<file path="src/rtl/fpu_pkg.sv">
// fpu_pkg: arbiter state encoding and FP32 constants shared by the divider arbiter files
package fpu_pkg;
  typedef enum logic [1:0] {IDLE, ISSUE, WAIT, RESPOND} arb_state_t;
  localparam logic [31:0] FP32_QNAN = 32'h7FC00000;
endpackage

</file>
<file path="src/rtl/rr_arbiter.sv">
// rr_arbiter: combinational round-robin pick starting after last_i
//   req_i  : request vector
//   last_i : index of the previous winner; search starts at last_i+1
//   gnt_o  : one-hot grant, zero when no request
//   idx_o  : index of the granted requester
module rr_arbiter #(
  parameter int N = 4
) (
  input  logic [N-1:0]         req_i,
  input  logic [$clog2(N)-1:0] last_i,
  output logic [N-1:0]         gnt_o,
  output logic [$clog2(N)-1:0] idx_o
);
  localparam int W = $clog2(N);
  logic [W-1:0] j;
  // scan from the farthest candidate (last itself) to the nearest (last+1); the nearest valid overwrites
  always_comb begin
    gnt_o = '0;
    idx_o = '0;
    j = '0;
    for (int i = N; i >= 1; i--) begin
      j = W'((int'(last_i) + i) % N);
      if (req_i[j]) begin
        gnt_o = '0;
        gnt_o[j] = 1'b1;
        idx_o = j;
      end
    end
  end
endmodule

</file>
<file path="src/rtl/fpu_div_arbiter.sv">
// fpu_div_arbiter: shares one FP32 divider among NUM_REQ requesters, one operation in flight
//   req_valid_i/req_ready_o/req_a_i/req_b_i : per-requester request channel (operands packed 32 bits each)
//   resp_valid_o/resp_ready_i               : per-requester response handshake
//   resp_value_o/resp_timeout_o             : shared result bus and aborted-operation flag
//   div_a_o/div_b_o/div_exec_strobe_o       : divider operands and start pulse
//   div_done_strobe_i/div_z_i               : divider completion and result
//   div_reset_o                             : divider reset (reset release and watchdog abort)
//   busy_o/timeout_o                        : not idle / sticky watchdog-fired flag
module fpu_div_arbiter
  import fpu_pkg::*;
#(
  parameter int NUM_REQ = 4,
  parameter int TIMEOUT = 255
) (
  input  logic                  clk,
  input  logic                  reset_n_i,
  input  logic [NUM_REQ-1:0]    req_valid_i,
  output logic [NUM_REQ-1:0]    req_ready_o,
  input  logic [NUM_REQ*32-1:0] req_a_i,
  input  logic [NUM_REQ*32-1:0] req_b_i,
  output logic [NUM_REQ-1:0]    resp_valid_o,
  input  logic [NUM_REQ-1:0]    resp_ready_i,
  output logic [31:0]           resp_value_o,
  output logic                  resp_timeout_o,
  output logic [31:0]           div_a_o,
  output logic [31:0]           div_b_o,
  output logic                  div_exec_strobe_o,
  input  logic                  div_done_strobe_i,
  input  logic [31:0]           div_z_i,
  output logic                  div_reset_o,
  output logic                  busy_o,
  output logic                  timeout_o
);
  localparam int LW = $clog2(NUM_REQ);
  localparam int CW = $clog2(TIMEOUT + 1);
  arb_state_t state_q, state_d;
  logic [LW-1:0] last_q, last_d, grant_q, grant_d, win;
  logic [CW-1:0] cnt_q, cnt_d;
  logic [31:0] div_a_q, div_a_d, div_b_q, div_b_d, resp_value_q, resp_value_d;
  logic resp_to_q, resp_to_d, timeout_q, timeout_d, div_reset_q, div_reset_d;
  logic [NUM_REQ-1:0] gnt;
  rr_arbiter #(.N(NUM_REQ)) u_rr (
    .req_i (req_valid_i),
    .last_i(last_q),
    .gnt_o (gnt),
    .idx_o (win)
  );
  always_ff @(posedge clk or negedge reset_n_i) begin
    if (!reset_n_i) begin
      state_q      <= IDLE;
      last_q       <= LW'(NUM_REQ - 1);
      grant_q      <= '0;
      cnt_q        <= '0;
      div_a_q      <= '0;
      div_b_q      <= '0;
      resp_value_q <= '0;
      resp_to_q    <= 1'b0;
      timeout_q    <= 1'b0;
      div_reset_q  <= 1'b1;
    end else begin
      state_q      <= state_d;
      last_q       <= last_d;
      grant_q      <= grant_d;
      cnt_q        <= cnt_d;
      div_a_q      <= div_a_d;
      div_b_q      <= div_b_d;
      resp_value_q <= resp_value_d;
      resp_to_q    <= resp_to_d;
      timeout_q    <= timeout_d;
      div_reset_q  <= div_reset_d;
    end
  end
  always_comb begin
    state_d      = state_q;
    last_d       = last_q;
    grant_d      = grant_q;
    cnt_d        = cnt_q;
    div_a_d      = div_a_q;
    div_b_d      = div_b_q;
    resp_value_d = resp_value_q;
    resp_to_d    = resp_to_q;
    timeout_d    = timeout_q;
    div_reset_d  = 1'b0;
    case (state_q)
      IDLE: if (|req_valid_i) begin
        div_a_d = req_a_i[{win, 5'd0} +: 32];
        div_b_d = req_b_i[{win, 5'd0} +: 32];
        grant_d = win;
        state_d = ISSUE;
      end
      ISSUE: begin
        cnt_d   = '0;
        state_d = WAIT;
      end
      // done is checked first so it wins over a simultaneous watchdog expiry
      WAIT: if (div_done_strobe_i) begin
        resp_value_d = div_z_i;
        resp_to_d    = 1'b0;
        state_d      = RESPOND;
      end else if (cnt_q == CW'(TIMEOUT - 1)) begin
        resp_value_d = FP32_QNAN;
        resp_to_d    = 1'b1;
        timeout_d    = 1'b1;
        div_reset_d  = 1'b1;
        state_d      = RESPOND;
      end else begin
        cnt_d = cnt_q + 1'b1;
      end
      RESPOND: if (resp_ready_i[grant_q]) begin
        last_d  = grant_q;
        state_d = IDLE;
      end
      default: state_d = IDLE;
    endcase
  end
  always_comb begin
    req_ready_o           = (state_q == IDLE) ? gnt : '0;
    resp_valid_o          = '0;
    resp_valid_o[grant_q] = (state_q == RESPOND);
    resp_value_o          = resp_value_q;
    resp_timeout_o        = resp_to_q;
    div_a_o               = div_a_q;
    div_b_o               = div_b_q;
    div_exec_strobe_o     = (state_q == ISSUE);
    div_reset_o           = div_reset_q;
    busy_o                = (state_q != IDLE);
    timeout_o             = timeout_q;
  end
endmodule
</file>
<file path="config.mk">
export PLATFORM = sky130hd
export DESIGN_NAME = fpu_div_arbiter
export DESIGN_NICKNAME = d
export VERILOG_FILES = /design/src/rtl/fpu_pkg.sv /design/src/rtl/rr_arbiter.sv /design/src/rtl/fpu_div_arbiter.sv
export SDC_FILE = /design/constraint.sdc
export NUM_CORES = 1
export LEC_CHECK = 0
export BUFFER_PORTS_ARGS = -buffer_cell sky130_fd_sc_hd__buf_2
export CORE_AREA = 2 2 160 162
export DETAILED_ROUTE_END_ITERATION = 7
export DIE_AREA = 0 0 162 164
export MAX_ROUTING_LAYER = met4
export PLACE_DENSITY = 0.62
export SYNTH_ARGS = -nofsm -noshare
export SYNTH_HDL_FRONTEND = slang
export SYNTH_SLANG_ARGS = --single-unit
</file>
<file path="constraint.sdc">
create_clock -name clk -period 5.4 [get_ports clk]
set_input_delay 0.27 -clock clk [delete_from_list [all_inputs] [get_ports clk]]
set_output_delay 0.27 -clock clk [all_outputs]
set_load 0.1 [all_outputs]
</file>
# After elaboration in Yosys (flattened, before gate mapping)
# Cells that the tools add are included.
# word_totals
output_inout_bits,109
wordCells,98
in_bits,299
register_bits,113
# op_classes
n_lt_le_gt_ge,10
muxes,44
add_sub_neg,5
eq_ne,9
shifts,2
bitwise_logic,2
reduce_logical,16
# op_table
cell,n
indexed part select 128 x 8 -> 32 bit,2
two-way mux 32 bit,2
two-way mux 4 bit,5
two-way mux 2 bit,8
two-way mux 8 bit,2
one-hot mux 8 bit (2 select lines),1
less-than comparator 2 x 3 -> 1 bit (second input constant),5
two-way mux 1 bit,15
binary-select mux 1 bit (select 2 bit),5
demux 1 bit (select 2 bit),5
>= comparator 2 x 1 -> 1 bit (second input constant),5
AND reduction 3 bit,3
adder 8 x 1 -> 8 bit (second input constant),1
equality test 8 bit (second input constant),1
!= test 2 bit (second input constant),4
one-hot mux 2 bit (4 select lines),1
AND reduction 2 bit,3
nonzero test 2 bit,3
logical AND 1 bit,5
adder 2 x 1 -> 2 bit (second input constant),2
adder 2 bit (second input constant),2
bitwise AND 4 bit,1
equality test 2 bit (second input constant),2
OR reduction 4 bit,1
other kinds (4),4

# Longest topological paths before layout
# depth
word_depth,10
depth_mapped,14
depth_no_buf,8

# Modules after synthesis
# From an unflattened synthesis, not the netlist that was laid out.
# hier_totals
hier_cells,450
area_unflattened_um2,6821.5
# modules_own_cells
mod,n_inst,seq_area_each_um2,cells_each,area_per_inst_um2
fpu_div_arbiter,1,2831.5,388,6298.5
rr_arbiter,1,0.0,62,523.0

# Worst setup path after synthesis
# No wires, ideal clock.
# synth_path
path_kind,register -> output
from,reg last_q[0]
to,out req_ready_o[2]
arrival_time_ns,4.398
path_slack_ns,0.732
path_buffers,3
t_required_ns,5.130
stages_incl_launch_ff,10
path_cell_list,dfstp_2 buf_6 buf_6 inv_1 ha_1 buf_4 mux4_2 nor2b_1 a221oi_1 o32ai_1
# synth_between
elab_chain_len,10
word_cells_on_any_way,37
classes_between,add/sub: 4; order compare: 8; mux: 21; reduce/logical: 4
# synth_lines
item,line_no,rtl
"start, declared",fpu_div_arbiter.sv:37,"logic [LW-1:0] last_q, last_d, grant_q, grant_d, win;"
"start signal, assigned",fpu_div_arbiter.sv:51,last_q <= LW'(NUM_REQ - 1);
"start signal, assigned",fpu_div_arbiter.sv:62,last_q <= last_d;
adder 2 x 1 -> 2 bit,rr_arbiter.sv:22,j = W'((int'(last_i) + i) % N);
less-than comparator 2 x 3 -> 1 bit (not written as such) or >= comparator 2 x 1 -> 1 bit (tied branches),rr_arbiter.sv:25,gnt_o[j] = 1'b1;
logical AND 1 bit (not written as such),rr_arbiter.sv:25,
two-way mux 1 bit (not written as such),rr_arbiter.sv:25,
demux 1 bit (select 2 bit),n/a,
two-way mux 4 bit (3 in a row),rr_arbiter.sv:23,if (req_i[j]) begin
two-way mux 4 bit (*),rr_arbiter.sv:23,
two-way mux 4 bit (*),fpu_div_arbiter.sv:117,req_ready_o = (state_q == IDLE) ? gnt : '0;
"end, declared",fpu_div_arbiter.sv:18,"output logic [NUM_REQ-1:0] req_ready_o,"
# Mark *: on every way between the ends. The rest lies on a longest branch, timed or not. The select of a mux whose other input is x is not followed.

# Worst setup path after layout
# layout_path
from,reg last_q[0]
to,reg div_b_q[1] (netlist: div_b_o[1])
# layout_between
elab_chain_len,8
word_cells_on_any_way,17
classes_between,add/sub: 4; shift: 1; mux: 12
# layout_lines
item,line_no,rtl
adder 2 x 1 -> 2 bit,rr_arbiter.sv:22,
binary-select mux 1 bit (select 2 bit),rr_arbiter.sv:23,
two-way mux 1 bit (not written as such),rr_arbiter.sv:23,
two-way mux 2 bit (3 in a row),rr_arbiter.sv:23,
two-way mux 2 bit (*),rr_arbiter.sv:23,
indexed part select 128 x 8 -> 32 bit (*),fpu_div_arbiter.sv:87,"div_b_d = req_b_i[{win, 5'd0} +: 32];"
"end signal, assigned",fpu_div_arbiter.sv:66,div_b_q <= div_b_d;
"end, declared",fpu_div_arbiter.sv:39,"logic [31:0] div_a_q, div_a_d, div_b_q, div_b_d, resp_value_q, resp_value_d;"
# Marked as above.
# A chain may end at the register's enable or synchronous reset.

==> impl_metrics.tcl <==
set metrics [dict create \
    status "complete, no violations" \
    cts_sinks 113 \
    finalMaxSlewViolations 0 \
    antenna_found_initial 0 \
    drc 0 \
    min_from "div_done_strobe_i" \
    async_flop_share 1.00 \
    cp_max_fo 28 \
    ys_types 52 \
    grt_pass1_wl_um 38300 \
    synth_fp_nets 997 \
    vias_per_cell 5.00 \
    drive_gt1_frac 0.445 \
    avgSynthCellArea_um2 10.2 \
    rsz0062_at_grt "no" \
    cts_setup_buffers 0 \
    busiest_layer "met2" \
    crit_required_ps 5720 \
    die_w_um 162 \
    fin_tns_setup_ps 0 \
    first_pass_iters 6 \
    min_period_ps 4090 \
    routed_wl_um 26200 \
    synth-edff-count 0 \
    wl_per_cell_um 18.7 \
    hold_viol 0 \
    layout.cells.most_common "buf_2" \
    die_h_um 164 \
    cts_root_buffer "clkbuf_16" \
    grt_max_degree 68 \
    drt_iter0_markers 410 \
    synthFlopType "dfrtp_1" \
    area_delta_synth_final_pct 39.5 \
    clockBufferDepth 2 \
    ys_warn_count 0 \
    drv_cap 0 \
    grt_overflow_total 0 \
    gp_congestion 0.860 \
    slew_headroom 0.295 \
    die-area_um2 26600 \
    r2r-start "last_q[0]" \
    fin_skew_ps 7.80 \
    hold_depth 2 \
    use_met2 0.326 \
    hold-path-endpoint "div_reset_o" \
    fmax_mhz 244 \
    setup_viol 0 \
    mappedNetlistArea_um2 6970 \
    clkTransAtPathRegs_ps 60 \
    io_pins 408 \
    place_hpwl_um 19400 \
    ff2ff_setup_slack_ps 1310 \
    grt_pass1_vias 6901 \
    most-common-layout-cells "406 x buf_2, 121 x a211oi_1, 110 x dfrtp_1" \
    crit_path_end_kind "flip-flop" \
    worstRegToRegCells 9 \
    synthCells 686 \
    rows 58 \
    hold_path.class "in2reg" \
    grt_use_met1 0.233 \
    worst_pin_slew_ps 1060 \
    numPortBuffers 407 \
    htreeDepth 4 \
    tritoncts "built" \
    grtUsageMet3 0.0379 \
    grt_usage 0.194 \
    num_vias 6998 \
    insertion_delay_ps 410 \
    ys_seq_area_frac 0.407 \
    cp-start-kind "flip-flop" \
    reg2reg_to "div_b_o[1]" \
    ant_nets 0 \
    cts_buffers 17 \
    ys_ff_latch 113 \
    core_um2 24800 \
    critical_path_arrival_ps 4410 \
    initial_utilization 0.281 \
    post-route-period-util 0.758 \
    layout.nets 1367 \
    crit_type "reg2reg" \
]
how the worst max path moves through the flow:
stage | start | end | slack (ps) | depth (start not counted)
floorplan | last_q[0] | req_ready_o[2] | 730 | 9
global placement | last_q[0] | div_a_o[21] | 1410 | 9
detailed placement | last_q[0] | div_a_o[12] | 1260 | 9
CTS | last_q[0] | div_b_o[1] | 1250 | 9
global route | last_q[0] | div_b_o[1] | 940 | 9
finish | last_q[0] | div_b_o[1] | 1310 | 9
flip-flops by register name, indices dropped and copies added, names as in the netlist:
signal / flops
resp_timeout_o: 1
state_q: 2
div_reset_o: 1
timeout_o: 1
div_a_o: 32
resp_value_o: 32
grant_q: 2
cnt_q: 8
div_b_o: 32
last_q: 2
logic make-up after synthesis:
| logic type | synth area share |
|---|---|
| AO/OA/AOI/OAI | 0.299 |
| adder cells (fa/ha/maj) | 0.0216 |
| buffers and inverters | 0.0684 |
| flip-flops | 0.407 |
| multiplexers | 0.118 |
| AND/OR/NAND/NOR | 0.0868 |
cells in the mapped netlist (all sizes together) (8+ instances only):
cell / number / area [µm²]
a211oi: 128 / 996
inv: 14 / 52.6
a21boi: 63 / 473
a21oi: 8 / 43.8
nand2: 22 / 90.1
o21ai: 16 / 80.1
clkbuf: 30 / 113
o22a: 10 / 87.6
buf: 37 / 312
a22o: 23 / 201
nor2b: 11 / 68.8
nor2: 72 / 273
dfrtp: 110 / 2750
a221oi: 8 / 76.3
mux2i: 68 / 681
ha: 12 / 150
final cells by class:
| class | instances | area (µm²) |
|---|---|---|
| diodes | 1 | 2.50 |
| clock buffers | 19 | 443 |
| clock inverters | 13 | 161 |
| fillers | 2562 | 15100 |
| inverters | 14 | 52.6 |
| multi-input cells | 492 | 3670 |
| flip-flops and latches | 113 | 2830 |
| well taps | 330 | 413 |
| repair buffers | 418 | 2140 |
per-stage QoR:
stage               cell area [µm²]   util  worst slack (ps)  instances  hold WS [ps]
detailed placement             9100  0.367              1260       1366           335
finish                         9720  0.391              1310       1400          31.3
global route                   9710  0.391               939       1399          15.8
global placement               9100  0.367              1410       1366           334
CTS                            9710  0.391              1250       1399          3.53
floorplan                      6970      -               732        686         -25.6
per-layer routing:
| layer | part of all wire | routed length, µm |
|---|---|---|
| met4 | 0.022 | 587 |
| met5 | 0 | 0 |
| met2 | 0.49 | 12900 |
| met1 | 0.42 | 11000 |
| met3 | 0.064 | 1670 |
worst max-delay path: stages (launching register included):
cell and delay, ps:
dfstp_2 770, inv_1 230, ha_1 580, and2b_1 260, a221oi_2 210, a31o_2 510
and2_2 590, buf_4 420, a211oi_1 130, a211oi_1 260
what timing repair did:
action	CTS	global route
hold endpoints to repair	44	0
hold buffers	1	0
resized for setup	0	0
endpoints found under the setup margin	0	0
Power is not shown: default switching activity piles up to over one toggle a cycle in this logic, so the estimate is an artifact.
